[src/rtl/lotr_pkg.sv]
// Shared ring types for the lotr tile ring.
// Opcodes, slot bundle and host ring ID.
package lotr_pkg;

  typedef enum logic [1:0] {
    RD      = 2'b00,
    RD_RSP  = 2'b01,
    WR      = 2'b10,
    WR_BCST = 2'b11
  } t_opcode;

  localparam logic [7:0] HOST_ID_DEFAULT = 8'hFF;

  typedef struct packed {
    t_opcode     opcode;
    logic [31:0] address;
    logic [31:0] data;
  } t_ring_slot;

endpackage

[src/rtl/ring_host_fifo.sv]
// Host request FIFO for the ring host stop.
// Power-of-two depth, registered full/empty/count.
import lotr_pkg::*;

module ring_host_fifo #(
  parameter  int DEPTH = 4,
  localparam int PW    = $clog2(DEPTH),
  localparam int CW    = $clog2(DEPTH + 1)
) (
  input  logic          clk,
  input  logic          rst_n,
  input  logic          push,
  input  t_ring_slot    push_data,
  input  logic          pop,
  output t_ring_slot    pop_data,
  output logic          full,
  output logic          empty,
  output logic [CW-1:0] count
);

  t_ring_slot    mem_q [DEPTH];
  t_ring_slot    mem_d [DEPTH];
  logic [PW-1:0] wr_ptr_q, wr_ptr_d;
  logic [PW-1:0] rd_ptr_q, rd_ptr_d;
  logic [CW-1:0] count_q, count_d;
  logic          do_push;
  logic          do_pop;

  assign full     = (count_q == CW'(DEPTH));
  assign empty    = (count_q == '0);
  assign count    = count_q;
  assign pop_data = mem_q[rd_ptr_q];

  // Next-state for storage, pointers and occupancy.
  always_comb begin
    do_push  = push && !full;
    do_pop   = pop && !empty;
    mem_d    = mem_q;
    wr_ptr_d = wr_ptr_q;
    rd_ptr_d = rd_ptr_q;
    count_d  = count_q;
    if (do_push) begin
      mem_d[wr_ptr_q] = push_data;
      wr_ptr_d        = wr_ptr_q + PW'(1);
    end
    if (do_pop) begin
      rd_ptr_d = rd_ptr_q + PW'(1);
    end
    if (do_push && !do_pop) begin
      count_d = count_q + CW'(1);
    end else if (do_pop && !do_push) begin
      count_d = count_q - CW'(1);
    end
  end

  // FIFO state registers.
  always_ff @(posedge clk or negedge rst_n) begin
    if (!rst_n) begin
      for (int i = 0; i < DEPTH; i++) begin
        mem_q[i] <= '0;
      end
      wr_ptr_q <= '0;
      rd_ptr_q <= '0;
      count_q  <= '0;
    end else begin
      mem_q    <= mem_d;
      wr_ptr_q <= wr_ptr_d;
      rd_ptr_q <= rd_ptr_d;
      count_q  <= count_d;
    end
  end

endmodule

[src/rtl/ring_host_stop.sv]
// Ring stop giving a host agent access to the ring.
// Ejects host read responses, injects queued requests into idle slots.
import lotr_pkg::*;

module ring_host_stop #(
  parameter  int         FIFO_DEPTH = 4,
  parameter  logic [7:0] HOST_ID    = HOST_ID_DEFAULT,
  localparam int         CW         = $clog2(FIFO_DEPTH + 1)
) (
  input  logic          QClk,
  input  logic          RstQnnnL,
  input  logic          RingInputValidQ502H,
  input  t_opcode       RingInputOpcodeQ502H,
  input  logic [31:0]   RingInputAddressQ502H,
  input  logic [31:0]   RingInputDataQ502H,
  output logic          RingOutputValidQ503H,
  output t_opcode       RingOutputOpcodeQ503H,
  output logic [31:0]   RingOutputAddressQ503H,
  output logic [31:0]   RingOutputDataQ503H,
  input  logic          HostReqValid,
  output logic          HostReqReady,
  input  t_opcode       HostReqOpcode,
  input  logic [31:0]   HostReqAddress,
  input  logic [31:0]   HostReqData,
  output logic          HostRspValid,
  input  logic          HostRspReady,
  output logic [31:0]   HostRspAddress,
  output logic [31:0]   HostRspData,
  output logic [CW-1:0] HostFifoCount
);

  t_ring_slot  in_slot;
  t_ring_slot  req_slot;
  t_ring_slot  head_slot;
  t_ring_slot  out_q, out_d;
  logic        out_valid_q, out_valid_d;
  logic        rsp_valid_q, rsp_valid_d;
  logic [31:0] rsp_addr_q, rsp_addr_d;
  logic [31:0] rsp_data_q, rsp_data_d;
  logic        fifo_full;
  logic        fifo_empty;
  logic        fifo_push;
  logic        fifo_pop;
  logic        host_hit;
  logic        rsp_drain;
  logic        eject;
  logic        fwd;

  assign in_slot  = '{opcode:  RingInputOpcodeQ502H,
                      address: RingInputAddressQ502H,
                      data:    RingInputDataQ502H};
  assign req_slot = '{opcode:  HostReqOpcode,
                      address: HostReqAddress,
                      data:    HostReqData};

  ring_host_fifo #(
    .DEPTH (FIFO_DEPTH)
  ) u_fifo (
    .clk       (QClk),
    .rst_n     (RstQnnnL),
    .push      (fifo_push),
    .push_data (req_slot),
    .pop       (fifo_pop),
    .pop_data  (head_slot),
    .full      (fifo_full),
    .empty     (fifo_empty),
    .count     (HostFifoCount)
  );

  // Eject/forward/inject selection and response buffer update.
  always_comb begin
    host_hit = RingInputValidQ502H
            && (RingInputOpcodeQ502H == RD_RSP)
            && (RingInputAddressQ502H[31:24] == HOST_ID);
    rsp_drain = rsp_valid_q && HostRspReady;
    eject     = host_hit && (!rsp_valid_q || rsp_drain);
    fwd       = RingInputValidQ502H && !eject;
    fifo_pop  = !fwd && !fifo_empty;
    fifo_push = HostReqValid && !fifo_full;

    out_valid_d = 1'b0;
    out_d       = '0;
    if (fwd) begin
      out_valid_d = 1'b1;
      out_d       = in_slot;
    end else if (fifo_pop) begin
      out_valid_d = 1'b1;
      out_d       = head_slot;
    end

    rsp_valid_d = rsp_valid_q && !rsp_drain;
    rsp_addr_d  = rsp_addr_q;
    rsp_data_d  = rsp_data_q;
    if (eject) begin
      rsp_valid_d = 1'b1;
      rsp_addr_d  = RingInputAddressQ502H;
      rsp_data_d  = RingInputDataQ502H;
    end
  end

  // Q503H ring output and host response registers.
  always_ff @(posedge QClk or negedge RstQnnnL) begin
    if (!RstQnnnL) begin
      out_valid_q <= 1'b0;
      out_q       <= '0;
      rsp_valid_q <= 1'b0;
      rsp_addr_q  <= '0;
      rsp_data_q  <= '0;
    end else begin
      out_valid_q <= out_valid_d;
      out_q       <= out_d;
      rsp_valid_q <= rsp_valid_d;
      rsp_addr_q  <= rsp_addr_d;
      rsp_data_q  <= rsp_data_d;
    end
  end

  assign RingOutputValidQ503H   = out_valid_q;
  assign RingOutputOpcodeQ503H  = out_q.opcode;
  assign RingOutputAddressQ503H = out_q.address;
  assign RingOutputDataQ503H    = out_q.data;
  assign HostReqReady           = !fifo_full;
  assign HostRspValid           = rsp_valid_q;
  assign HostRspAddress         = rsp_addr_q;
  assign HostRspData            = rsp_data_q;

endmodule
[config.mk]
export PLATFORM = sky130hd
export DESIGN_NAME = ring_host_stop
export DESIGN_NICKNAME = d
export VERILOG_FILES = /design/src/rtl/lotr_pkg.sv /design/src/rtl/ring_host_fifo.sv /design/src/rtl/ring_host_stop.sv
export SDC_FILE = /design/constraint.sdc
export NUM_CORES = 1
export LEC_CHECK = 0
export BUFFER_PORTS_ARGS = -buffer_cell sky130_fd_sc_hd__clkbuf_2
export CAP_MARGIN = 20
export CELL_PAD_IN_SITES_DETAIL_PLACEMENT = 0
export CELL_PAD_IN_SITES_GLOBAL_PLACEMENT = 1
export CORE_MARGIN = 1.5
export CORE_UTILIZATION = 45
export CTS_CLUSTER_DIAMETER = 30
export DETAILED_ROUTE_END_ITERATION = 7
export HOLD_SLACK_MARGIN = 0.06
export PLACE_DENSITY = 0.74
export SLEW_MARGIN = 0
export SYNTH_ARGS = -nofsm -noshare
export SYNTH_HDL_FRONTEND = slang
export SYNTH_SLANG_ARGS = --single-unit
export TNS_END_PERCENT = 5
[constraint.sdc]
create_clock -name QClk -period 3.5 [get_ports QClk]
set_clock_uncertainty 0.2 [all_clocks]
set_input_delay 1.05 -clock QClk [delete_from_list [all_inputs] [get_ports QClk]]
set_output_delay 1.05 -clock QClk [all_outputs]
set_load 0.01 [all_outputs]
Word-level counts from Yosys, hierarchy flattened
Index checks and enable logic that the tools add are counted.
- register bits after elaboration: 403
- latch bits: 0
- RAM bits: 0
- ROM bits: 0
- input port bits: 137
- output and inout bits: 136
- memories: 0
- add/subtract/negate cells: 4
- multipliers: 0
- divide/modulo/power cells: 0
- magnitude comparators: 3
- equality and inequality tests: 3
- shifts and indexed selects: 0
- muxes and demuxes: 13
- bitwise logic cells: 2
- reductions and logical operators: 24
- operators by type and width (operator ; number):
    $mux 66 ; 5
    $bwmux 264 ; 1
    $bmux 66 s2 ; 1
    $demux 66 s2 ; 1
    $logic_and 1x1->1 ; 13
    $eq 8x8->1 const B ; 1
    $logic_not 1->1 ; 8
    $ge 3x3->1 const B ; 2
    $mux 3 ; 2
    $not 2->3 ; 2
    $add 2x1->2 const B ; 2
    $add 3x1->3 const B ; 1
    $eq 3x3->1 const B ; 1
    $logic_not 3->1 ; 1
    $lt 3x1->1 const B ; 1
    $mux 1 ; 3
    $sub 3x1->3 const B ; 1
    $eq 2x1->1 const B ; 1
    $reduce_bool 2->1 ; 1
    $logic_or 1x1->1 ; 1

Longest topological paths before layout
Gate-level depths: netlist of the first run.
- depth after elaboration: 12
- mapped depth: 11
- mapped depth without buffers: 9

By module
Synthesis of the first run repeated with hierarchy kept, for this count alone.
- cell total of the unflattened synthesis: 1113
- area, all modules: 17128.9 µm²
- modules (own cells, without submodules) (module ; instances ; cells each ; area each (µm²) ; seq. area each (µm²)):
    ring_host_fifo ; 1 ; 675 ; 11825.1 ; 6781.5
    ring_host_stop ; 1 ; 438 ; 5303.8 ; 3303.2

Worst setup path before layout of the first run
Ideal clock, no wire load.
- path type: input to register
- from: input port RingInputAddressQ502H[31]
- to: register u_fifo.count_q[1], in the netlist u_fifo.count[1]
- setup time: 0.125 ns
- arrival: 3.137 ns
- data required time: 3.175 ns
- setup slack: 0.038 ns
- stages: 9
- buffers on the path: 2
- cell sequence: nand4_2 o41ai_2 buf_4 buf_4 nand2_1 ha_1 inv_1 fa_1 mux2_2
- longest elaborated chain between the ends: 11
- elaborated cells between the ends (all ways): 13
- classes of those cells: 1 x eq/ne; 1 x mux; 11 x reduce/logical
- RTL lines (item ; line ; source):
    from (decl) ; ring_host_stop.sv:14 ; input logic [31:0] RingInputAddressQ502H,
    $eq 8x8->1 ; ring_host_stop.sv:74 ; && (RingInputAddressQ502H[31:24] == HOST_ID);
    $logic_and 1x1->1 ; ring_host_stop.sv:74 ;
    $logic_and 1x1->1 ; ring_host_stop.sv:76 ; eject = host_hit && (!rsp_valid_q || rsp_drain);
    $logic_not 1->1 ; ring_host_stop.sv:77 ; fwd = RingInputValidQ502H && !eject;
    $logic_and 1x1->1 ; ring_host_stop.sv:77 ;
    $logic_not 1->1 ; ring_host_stop.sv:78 ; fifo_pop = !fwd && !fifo_empty;
    $logic_and 1x1->1 ; ring_host_stop.sv:78 ;
    $logic_and 1x1->1 ; ring_host_fifo.sv:37 ; do_pop = pop && !empty;
    $logic_not 1->1 ; ring_host_fifo.sv:49 ; if (do_push && !do_pop) begin
    $logic_and 1x1->1 ; ring_host_fifo.sv:49 ;
    $mux 3 ; ring_host_fifo.sv:49 ;
    net u_fifo.count_d[1] ; ring_host_fifo.sv:25 ; logic [CW-1:0] count_q, count_d;
    to (signal assigned) ; ring_host_fifo.sv:69 ; count_q <= count_d;
    to (decl) ; ring_host_fifo.sv:25 ;
The timed path passes the listed nets, and every way through them passes these cells.
A chain may end at the register's enable or synchronous reset.

Worst setup path after layout of the first run
- from: register u_fifo.count_q[0], in the netlist u_fifo.count[0]
- to: output port HostReqReady
- longest elaborated chain between the ends: 2
- RTL lines (item ; line ; source):
    $eq 3x3->1 ; ring_host_fifo.sv:29 ; assign full = (count_q == CW'(DEPTH));
    $logic_not 1->1 ; ring_host_stop.sv:122 ; assign HostReqReady = !fifo_full;
    to (decl) ; ring_host_stop.sv:21 ; output logic HostReqReady,
Every way passes these cells.

==> results of run 1 <==
[synthesized netlist by cell type, types with 2 or more instances]
cell / instances / area share [%]
sky130_fd_sc_hd__dfrtp_1: 403 / 59
sky130_fd_sc_hd__mux2_2: 310 / 20
sky130_fd_sc_hd__nand2_1: 72 / 1.6
sky130_fd_sc_hd__inv_1: 70 / 1.5
sky130_fd_sc_hd__mux4_2: 66 / 8.7
sky130_fd_sc_hd__mux2i_1: 65 / 3.8
sky130_fd_sc_hd__buf_2: 24 / 0.70
sky130_fd_sc_hd__clkbuf_1: 17 / 0.37
sky130_fd_sc_hd__buf_6: 16 / 1.0
sky130_fd_sc_hd__mux2_1: 12 / 0.79
sky130_fd_sc_hd__or2_2: 9 / 0.33
sky130_fd_sc_hd__buf_4: 8 / 0.35
sky130_fd_sc_hd__ha_1: 5 / 0.36
sky130_fd_sc_hd__nand3_1: 5 / 0.15
sky130_fd_sc_hd__nor3_1: 2 / 0.058
sky130_fd_sc_hd__o221ai_1: 2 / 0.10
sky130_fd_sc_hd__or3_1: 2 / 0.073
sky130_fd_sc_hd__xnor2_1: 2 / 0.10
sky130_fd_sc_hd__xor2_1: 2 / 0.10
[layout by cell type (no fill, tap or decap), types with 2 or more instances in the layout]
cell type,netlist,routed
sky130_fd_sc_hd__dfrtp_1,403,401
sky130_fd_sc_hd__mux2_2,310,310
sky130_fd_sc_hd__clkbuf_2,0,271
sky130_fd_sc_hd__clkbuf_16,0,92
sky130_fd_sc_hd__nand2_1,72,72
sky130_fd_sc_hd__inv_1,70,70
sky130_fd_sc_hd__mux4_2,66,66
sky130_fd_sc_hd__mux2i_1,65,65
sky130_fd_sc_hd__clkbuf_1,17,19
sky130_fd_sc_hd__buf_4,8,18
sky130_fd_sc_hd__bufinv_16,0,14
sky130_fd_sc_hd__clkinv_2,0,13
sky130_fd_sc_hd__buf_12,0,13
sky130_fd_sc_hd__mux2_1,12,12
sky130_fd_sc_hd__clkbuf_8,0,11
sky130_fd_sc_hd__or2_2,9,9
sky130_fd_sc_hd__clkinvlp_4,0,7
sky130_fd_sc_hd__ha_1,5,5
sky130_fd_sc_hd__clkinv_4,0,5
sky130_fd_sc_hd__nand3_4,0,4
sky130_fd_sc_hd__inv_6,0,4
sky130_fd_sc_hd__nor3_1,2,2
sky130_fd_sc_hd__xnor2_1,2,2
sky130_fd_sc_hd__o221ai_1,2,2
sky130_fd_sc_hd__xor2_1,2,2
sky130_fd_sc_hd__dfrtp_4,0,2
[registers in the layout, indices dropped and copies added, names as in the netlist]
signal,count
HostRspAddress,32
HostRspData,32
HostRspValid,1
RingOutputAddressQ503H,32
RingOutputDataQ503H,32
RingOutputOpcodeQ503H,2
RingOutputValidQ503H,1
u_fifo.count,3
u_fifo.mem_q,264
u_fifo.rd_ptr_q,2
u_fifo.wr_ptr_q,2
[worst max path at each step]
stage | from | end | slack [ns] | cells after the start
after floorplan | RingInputAddressQ502H[31] | u_fifo.count[1]$_DFFE_PN0P_ | 0.04 | 9
after global placement | RingInputAddressQ502H[31] | u_fifo.count[1]$_DFFE_PN0P_ | 0.17 | 8
after detailed placement | RingInputAddressQ502H[31] | u_fifo.count[1]$_DFFE_PN0P_ | 0.15 | 8
after CTS | u_fifo.count[0]$_DFFE_PN0P_ | HostReqReady | 0.30 | 2
after global routing | u_fifo.count[0]$_DFFE_PN0P_ | HostReqReady | 0.28 | 2
final | u_fifo.count[0]$_DFFE_PN0P_ | HostReqReady | 0.34 | 2
[metrics by stage]
stage	power, W	utilization, %	instances
6_report	0.0226	59.6	2020
5_1_grt	0.0239	59.6	2020
4_1_cts	0.0230	59.6	2020
3_5_place_dp	0.0141	51.1	1853
3_3_place_gp	0.0139	51.1	1853
2_1_floorplan	0.0122	-	1105
[cells by family (layout without fill, tap and decap cells)]
group,after synthesis,after routing,synth area share [%]
AOI/OAI and AO/OA,6,6,0.350
xor gates and xnor gates,4,4,0.204
adders and majority gates,6,6,0.481
buffers and inverters,136,540,4.02
DFF,403,403,58.8
muxes,453,453,33.6
and+or+nand+nor,97,97,2.61
[power breakdown]
part	total (W)	internal, W	leakage [nW]	switching [W]
logic	0.00624	0.00362	4.43	0.00262
clock network	0.00866	0.00607	1.54	0.00259
registers	0.00774	0.00670	4.92	0.00103
total	0.0226	0.0164	10.9	0.00625
[area by class of cell]
cell class	count	area, sq um	area share (%)
clock buffer	122	2520	11.3
multi-input combinational	566	6450	28.8
tap	511	639	2.86
timing repair buffer	303	1770	7.89
sequential	403	10100	45.1
inverter	70	263	1.17
clock inverter	45	653	2.92
[metal layers]
layer / track usage [%] / vias up / wire length [um]
li1: - / 4636 / -
met1: 26.1 / 5310 / 16800
met3: 5.25 / 50 / 1900
met4: 7.04 / 4 / 634
met2: 32.7 / 236 / 18500
met5: 0 / - / 24
==> out/results.ini, run 1 <==
[outcome]
run_status=completed

[worst_setup_path]
timing.critical_path.required_ns=2.25
setup.worst_path.start_class=flop
crit-reg2reg-capture=u_fifo.mem_q[208]$_DFFE_PN0P_
slowest_delay_ns=0.64
worstPathBufferInverterCount=1
crit_path_max_delay_family=simple AND/OR/NAND/NOR gates
reg2reg_setup_slack_ns=0.82
timing.critical_path.slowest_stage_cell=sky130_fd_sc_hd__or3b_2
critical_path.max_fanout=6
worstReg2RegStart=u_fifo.count[0]$_DFFE_PN0P_
cells_along_the_critical_path=or3b_2 > clkbuf_2
critical_path_class=reg -> out
critPathArrivalTime_ns=1.91
timing.critical_path.to_type=primary output
worst_r2r_path_depth=4

[floorplanning]
core_area_sq_mm=0.0376
floorplan.die_area_sq_mm=0.0393
die_h_um=198
die-width_um=198
std_cell_rows=71
io-pin-count=273
start_util_pct=45.7

[placed_design]
place_worst_setup_slack_ns=0.147
place.detailed.hpwl_um=22900
gp_congestion=0.715
buffer_ports.inserted=272
placed_area_sq_mm=0.0192

[finish]
area_growth_syn_to_layout_pct=30.4
fin_nets=1577
share_of_layout_cells_above_drive_strength_1_pct=56.2
n_fill_cell=3005
layout.cell_area.non_filler_sq_mm=0.0224
diodes_inserted=0

[logic_synthesis]
postSynthRegisterBits=403
synth.avg_cell_area_sq_um=15.5
edff_count_synth=0
synth_warnings=0
async_reset_ff_share_pct=100
syn-num-nets=1248
post_synth_num_cell_types=32
synth-seq-area-share_pct=58.8
synthesis.area_sq_mm=0.0172
netlist_instances=1105
synth_flop_cell=sky130_fd_sc_hd__dfrtp_1

[grt]
grt_antenna_before_repair=2
grt_pass1_wl_um=61100
track_usage_pct=20.1
globalRoute.totalOverflow=0
first_global_vias=11400
grt_start_max_net_pins=81

[route]
detail-route-antenna-nets=0
route.detailed.vias_per_inst=5.07
route.detailed.drc=0
drt_first_iter_violations=353
via_count=10200
post_drt_wl_per_cell_um=18.7
finalWirelength_um=37900
drt_first_pass_iters=4

[timing]
rsz_0062_raised_after_global_routing=false
slew_violations=0
worst_hold_slack_ns=0.241
final-setup-viol-count=0
highest_achievable_clock_rate_ghz=0.316
fin_setup_tns_ns=0
relSlewSlack_pct=35.8
final_hold_fails=0
post-route-min-period_ns=3.16
post-route-period-util_pct=90.3
least_margin_pin_slew_ns=0.963
setup_ws_ns=0.340

[clock_tree]
clk_latency_ns=0.59
cts.path.max_buffers=3
cts.htree.levels=3
cts_inserted_buffers=90
clkSlewWorstSetupHoldPaths_ns=0.05
cts_tree=yes
post_cts_buffers=0
post_cts.resized_instances=0
cts_hold_repair.buffers=0
cts_root_buf=sky130_fd_sc_hd__clkbuf_16
cts.sinks=403

[flow_run]
max_cap_viol_count=0

[power]
static-leakage-power_nw=10.9
pwr_density_cell_mw_per_mm2=1010
ir_worst_vdd_uv=482

[hold_path]
hold_path.class=in -> async

Power figures use the tool's default switching activity.
==> inputs of run 2 (changes only) <==
- PLACE_DENSITY: 0.74 -> 0.79
==> run 2 against run 1 <==
Combinational power rose by 0.8%. Register-to-register slack got worse by 0.02 ns. Die area did not move. Fmax fell by 1.3%. Hold slack improved by 0.0075 ns. Non-clock buffer count did not move. Final cell count barely moved. Critical path type unchanged. Largest power group unchanged.
==> out/results.ini, run 2 (same netlist as run 1, synthesis figures left out) <==
[finish]
largest-register=u_fifo.mem_q
most-common-layout-cells=sky130_fd_sc_hd__dfrtp_1, sky130_fd_sc_hd__mux2_2, sky130_fd_sc_hd__clkbuf_2, sky130_fd_sc_hd__clkbuf_16, sky130_fd_sc_hd__nand2_1
fin_nets=1579  ; +0.13%
area_growth_syn_to_layout_pct=30.8
share_of_layout_cells_above_drive_strength_1_pct=57.0  ; +0.82 points
layout_commonest_cell=sky130_fd_sc_hd__dfrtp_1
layoutNonFillerInstCount=2022  ; +0.099%
largest_register_ff_count=264  ; unchanged

[outcome]
run_status=completed

[power]
ir_worst_vdd_uv=564  ; +17%
clkPwrFrac_pct=38.2  ; about the same
net_sw_power_w=0.00626  ; +0.17%
pwr_density_cell_mw_per_mm2=1010  ; -0.19%
p_int_w=0.0164  ; about the same
power.share.combinational_pct=27.7  ; about the same
swShare_pct=27.6  ; about the same
static-leakage-power_nw=10.9  ; +0.28%
post-layout-total-power_w=0.0227  ; +0.11%
power.share.sequential_pct=34.0  ; -0.2 points

[worst_setup_path]
critical_path.max_fanout=6  ; unchanged
cells_along_the_critical_path=buf_4 > or3b_2 > clkbuf_2
critical_path_class=reg -> out
worstSetupPathDepth=3  ; +1
critPathArrivalTime_ns=1.95  ; +0.04 ns
timing.critical_path.slowest_stage_cell=sky130_fd_sc_hd__or3b_2
slowest_delay_ns=0.62  ; -0.02 ns
worst_setup_path_startpoint=u_fifo.count[0]$_DFFE_PN0P_
worstReg2RegStart=u_fifo.count[0]$_DFFE_PN0P_
worstPathBufferInverterCount=2  ; +1
timing.critical_path.to_type=primary output
setup.worst_path.start_class=flop
worst_r2r_path_depth=8  ; +4
timing.critical_path.required_ns=2.25  ; about the same
crit_path_max_delay_family=simple AND/OR/NAND/NOR gates

[floorplanning]
start_util_pct=45.7  ; unchanged
die_h_um=198  ; unchanged
std_cell_rows=71  ; unchanged
floorplan.die_area_sq_mm=0.0393  ; unchanged
io-pin-count=273  ; unchanged
core_area_sq_mm=0.0376  ; unchanged
die-width_um=198  ; unchanged

[route]
finalWirelength_um=37300  ; -1.5%
post_drt_wl_per_cell_um=18.5  ; -1.6%
drt_first_pass_iters=4  ; unchanged
via_count=10200  ; -0.54%
drt_first_iter_violations=246  ; -30%
route.detailed.vias_per_inst=5.04  ; -0.64%
detail-route-antenna-nets=0  ; unchanged
route.detailed.drc=0  ; unchanged

[clock_tree]
cts.sinks=403  ; unchanged
cts.htree.levels=3  ; unchanged
clkSlewWorstSetupHoldPaths_ns=0.04  ; about the same
post_cts.resized_instances=0  ; unchanged
clk_latency_ns=0.60  ; about the same
cts_hold_repair.buffers=0  ; unchanged
cts.path.max_buffers=3  ; unchanged
cts_root_buf=sky130_fd_sc_hd__clkbuf_16
cts_tree=yes
post_cts_buffers=0  ; unchanged
cts_inserted_buffers=92  ; +2.2%

[timing]
final-setup-viol-count=0  ; unchanged
slew_violations=0  ; unchanged
rsz_0062_raised_after_global_routing=false
final_hold_fails=0  ; unchanged
highest_achievable_clock_rate_ghz=0.312  ; -1.3%
post-route-period-util_pct=91.5  ; +1.2 points
least_margin_pin_slew_ns=0.941  ; -0.0225 ns
post-route-min-period_ns=3.20  ; +0.0427 ns
fin_setup_tns_ns=0  ; unchanged
relSlewSlack_pct=37.3  ; +1.5 points

[grt]
first_global_vias=11200  ; -1.4%
grt_antenna_before_repair=3  ; +1
grt_pass1_wl_um=60100  ; -1.5%
globalRoute.totalOverflow=0  ; unchanged
track_usage_pct=19.8  ; -0.30 points
grt_start_max_net_pins=70  ; -14%

[flow_run]
max_cap_viol_count=0  ; unchanged

[hold_path]
hold_path.class=in -> async

[placed_design]
buffer_ports.inserted=272  ; unchanged
dp.cells=1853  ; unchanged
place.detailed.hpwl_um=23500  ; +2.4%
gp_congestion=0.738  ; +3.3%

run 2: path summary, 6_finish.rpt:
path                                                        to  slack [ns]
worst max-delay path                              HostReqReady        0.30
worst min-delay path               HostRspData[19]$_DFFE_PN0P_        0.25
worst max register to register     u_fifo.count[1]$_DFFE_PN0P_        0.80
worst min register to register  HostRspAddress[26]$_DFFE_PN0P_        0.26
max in group asynchronous       u_fifo.rd_ptr_q[1]$_DFFE_PN0P_        2.06
min in group QClk               HostRspAddress[26]$_DFFE_PN0P_        0.26
run 2: through the flow:
step	instance area (sq um)	utilization [%]	hold WS [ns]	setup WS (ns)
finish	22500	59.8	0.249	0.297
global route	22500	59.8	0.272	0.247
global placement	19200	51.2	0.253	0.299
detailed placement	19200	51.2	0.257	0.277
CTS	22500	59.8	0.244	0.269
floorplan	17200	-	0.274	0.0380
run 2: area by class of cell:
class | count | area (sq um)
fillers | 2938 | 15100
flip-flops and latches | 403 | 10100
multi-input cells | 566 | 6450
clock buffers | 113 | 2520
repair buffers | 303 | 1800
clock inverters | 55 | 682
well taps | 511 | 639
inverters | 70 | 263
diodes | 1 | 2.50
run 2: power groups by stage:
stage | logic, W | registers (W) | clock network [W]
after detailed placement | 0.00641 | 0.00777 | 0
after floorplan | 0.00465 | 0.00757 | 0
after global placement | 0.00624 | 0.00767 | 0
final | 0.00629 | 0.00771 | 0.00866
after CTS | 0.00644 | 0.00772 | 0.00883
after global routing | 0.00684 | 0.00797 | 0.00910
run 2: metal layers:
layer	vias up	track usage [%]	part of all wire [%]
met2	244	32.8	49
met1	5265	24.9	43
li1	4615	-	-
met5	-	0	0.064
met4	4	7.27	1.8
met3	53	5.37	5.8
==> inputs of run 3 (changes only) <==
- CORE_UTILIZATION: 45 -> 30
- PLACE_DENSITY: 0.79 -> 0.57
- SLEW_MARGIN: 0 -> not set
==> run 3 against run 2 <==
Register-to-register slack better by 0.04 ns. Die area up 49%. Global-route usage down 4.8 points. Core utilization down 18 points. Clock power up 22%. Wire length up 14%. First-iteration DRC count up 46%. Sequential share of layout area down 2.1 points. Count of clock-buffer cells in the layout up 33. Critical path type unchanged. Largest power group unchanged.
==> out/results.ini, run 3 (same netlist as run 1, synthesis figures left out) <==
[worst_setup_path]
slowest_delay_ns=0.66  ; +0.04 ns
setup.worst_path.start_class=flop
cells_along_the_critical_path=or3b_2 > clkbuf_2
timing.critical_path.slowest_stage_cell=sky130_fd_sc_hd__or3b_2
timing.critical_path.required_ns=2.25  ; about the same
crit_path_max_delay_family=simple AND/OR/NAND/NOR gates
worstPathBufferInverterCount=1  ; -1
critical_path_class=reg -> out
critical_path.max_fanout=6  ; unchanged
timing.critical_path.to_type=primary output
critPathArrivalTime_ns=1.99  ; +0.04 ns

[finish]
largest_register_ff_count=264  ; unchanged
layout_commonest_cell=sky130_fd_sc_hd__dfrtp_1
most-common-layout-cells=sky130_fd_sc_hd__dfrtp_1, sky130_fd_sc_hd__mux2_2, sky130_fd_sc_hd__clkbuf_2, sky130_fd_sc_hd__clkbuf_16, sky130_fd_sc_hd__nand2_1
n_fill_cell=5194  ; +77%
fin_nets=1594  ; +0.95%
share_of_layout_cells_above_drive_strength_1_pct=57.3  ; +0.24 points
largest-register=u_fifo.mem_q
layoutNonFillerInstCount=2300  ; +14%
area_growth_syn_to_layout_pct=37.1
layout.cell_area.non_filler_sq_mm=0.0235  ; +4.8%

[clock_tree]
post_cts.resized_instances=0  ; unchanged
post_cts_buffers=0  ; unchanged
cts.sinks=403  ; unchanged
cts_root_buf=sky130_fd_sc_hd__clkbuf_16
cts_inserted_buffers=108  ; +17%
cts_hold_repair.buffers=0  ; unchanged
cts.path.max_buffers=3  ; unchanged
clkSlewWorstSetupHoldPaths_ns=0.04  ; about the same
cts_tree=yes
cts.htree.levels=3  ; unchanged
clk_latency_ns=0.63  ; +0.03 ns

[timing]
slew_violations=0  ; unchanged
highest_achievable_clock_rate_ghz=0.308  ; -1.3%
fin_setup_tns_ns=0  ; unchanged
post-route-min-period_ns=3.24  ; +0.0420 ns
post-route-period-util_pct=92.7  ; +1.2 points
rsz_0062_raised_after_global_routing=false
final_hold_fails=0  ; unchanged
final-setup-viol-count=0  ; unchanged
least_margin_pin_slew_ns=0.584  ; -0.357 ns
relSlewSlack_pct=61.1  ; +24 points

[grt]
grt_antenna_before_repair=4  ; +1
grt_start_max_net_pins=75  ; +7.1%
grt_pass1_wl_um=67900  ; +13%
track_usage_pct=15.0  ; -4.8 points
globalRoute.totalOverflow=0  ; unchanged
first_global_vias=11700  ; +4.0%

[route]
route.detailed.drc=0  ; unchanged
detail-route-antenna-nets=0  ; unchanged
via_count=10400  ; +2.2%
drt_first_iter_violations=358  ; +46%
finalWirelength_um=42600  ; +14%
drt_first_pass_iters=4  ; unchanged
route.detailed.vias_per_inst=4.52  ; -10%
post_drt_wl_per_cell_um=18.5  ; +0.39%

[flow_run]
max_cap_viol_count=0  ; unchanged

[floorplanning]
std_cell_rows=87  ; +23%
die-width_um=242  ; +22%
die_h_um=242  ; +22%
core_area_sq_mm=0.0565  ; +50%
start_util_pct=30.4  ; -15 points
io-pin-count=273  ; unchanged
floorplan.die_area_sq_mm=0.0587  ; +49%

[power]
pwr_density_cell_mw_per_mm2=1050  ; +4.2%
ir_worst_vdd_uv=578  ; +2.5%
post-layout-total-power_w=0.0247  ; +9.2%
static-leakage-power_nw=11.3  ; +3.4%

[hold_path]
hold_path.class=in -> async

[placed_design]
place.detailed.hpwl_um=26000  ; +11%
placed_area_sq_mm=0.0196  ; +1.6%
gp_congestion=0.707  ; -4.3%
buffer_ports.inserted=272  ; unchanged
dp.cells=2097  ; +13%

[outcome]
run_status=completed

[run 3: power breakdown]
part           switching [W]  internal [W]
logic                0.00274       0.00366
registers            0.00104       0.00670
clock network        0.00289       0.00770
[run 3: per-stage QoR]
step | setup slack (ns) | hold slack (ns) | util, %
2_1_floorplan | 0.0380 | 0.274 | -
3_3_place_gp | 0.222 | 0.255 | 34.6
3_5_place_dp | 0.225 | 0.255 | 34.6
4_1_cts | 0.173 | 0.146 | 41.6
5_1_grt | 0.166 | 0.172 | 41.6
6_report | 0.255 | 0.158 | 41.6
[run 3: path summary, 6_finish.rpt]
kind	start	end	slack, ns	cells past startpoint
min in group QClk	HostRspAddress[31]$_DFFE_PN0P_	HostRspAddress[31]$_DFFE_PN0P_	0.26	1
worst min register to register	HostRspAddress[31]$_DFFE_PN0P_	HostRspAddress[31]$_DFFE_PN0P_	0.26	1
worst max register to register	u_fifo.count[0]$_DFFE_PN0P_	u_fifo.mem_q[34]$_DFFE_PN0P_	0.84	4
max in group asynchronous	RstQnnnL	RingOutputAddressQ503H[4]$_DFF_PN0_	2.09	2
worst max-delay path	u_fifo.count[0]$_DFFE_PN0P_	HostReqReady	0.26	2
worst min-delay path	RstQnnnL	u_fifo.mem_q[88]$_DFFE_PN0P_	0.16	1
[run 3: area by class of cell]
cell class / instances / area (sq um) / share of cell area, %
Sequential cell: 403 / 10100 / 42.9
Multi-Input combinational cell: 566 / 6450 / 27.4
Clock inverter: 55 / 895 / 3.80
Inverter: 70 / 263 / 1.12
Antenna cell: 2 / 5.00 / 0.0213
Clock buffer: 146 / 3080 / 13.1
Tap cell: 756 / 946 / 4.02
Timing Repair Buffer: 302 / 1800 / 7.64
[run 3: metal layers]
| metal | vias up | track usage [%] | wire length [um] |
|---|---|---|---|
| li1 | 4674 | - | - |
| met1 | 5406 | 19.1 | 18700 |
| met2 | 257 | 24.2 | 20800 |
| met3 | 66 | 4.04 | 2160 |
| met4 | 4 | 5.90 | 870 |
| met5 | - | 0 | 24 |
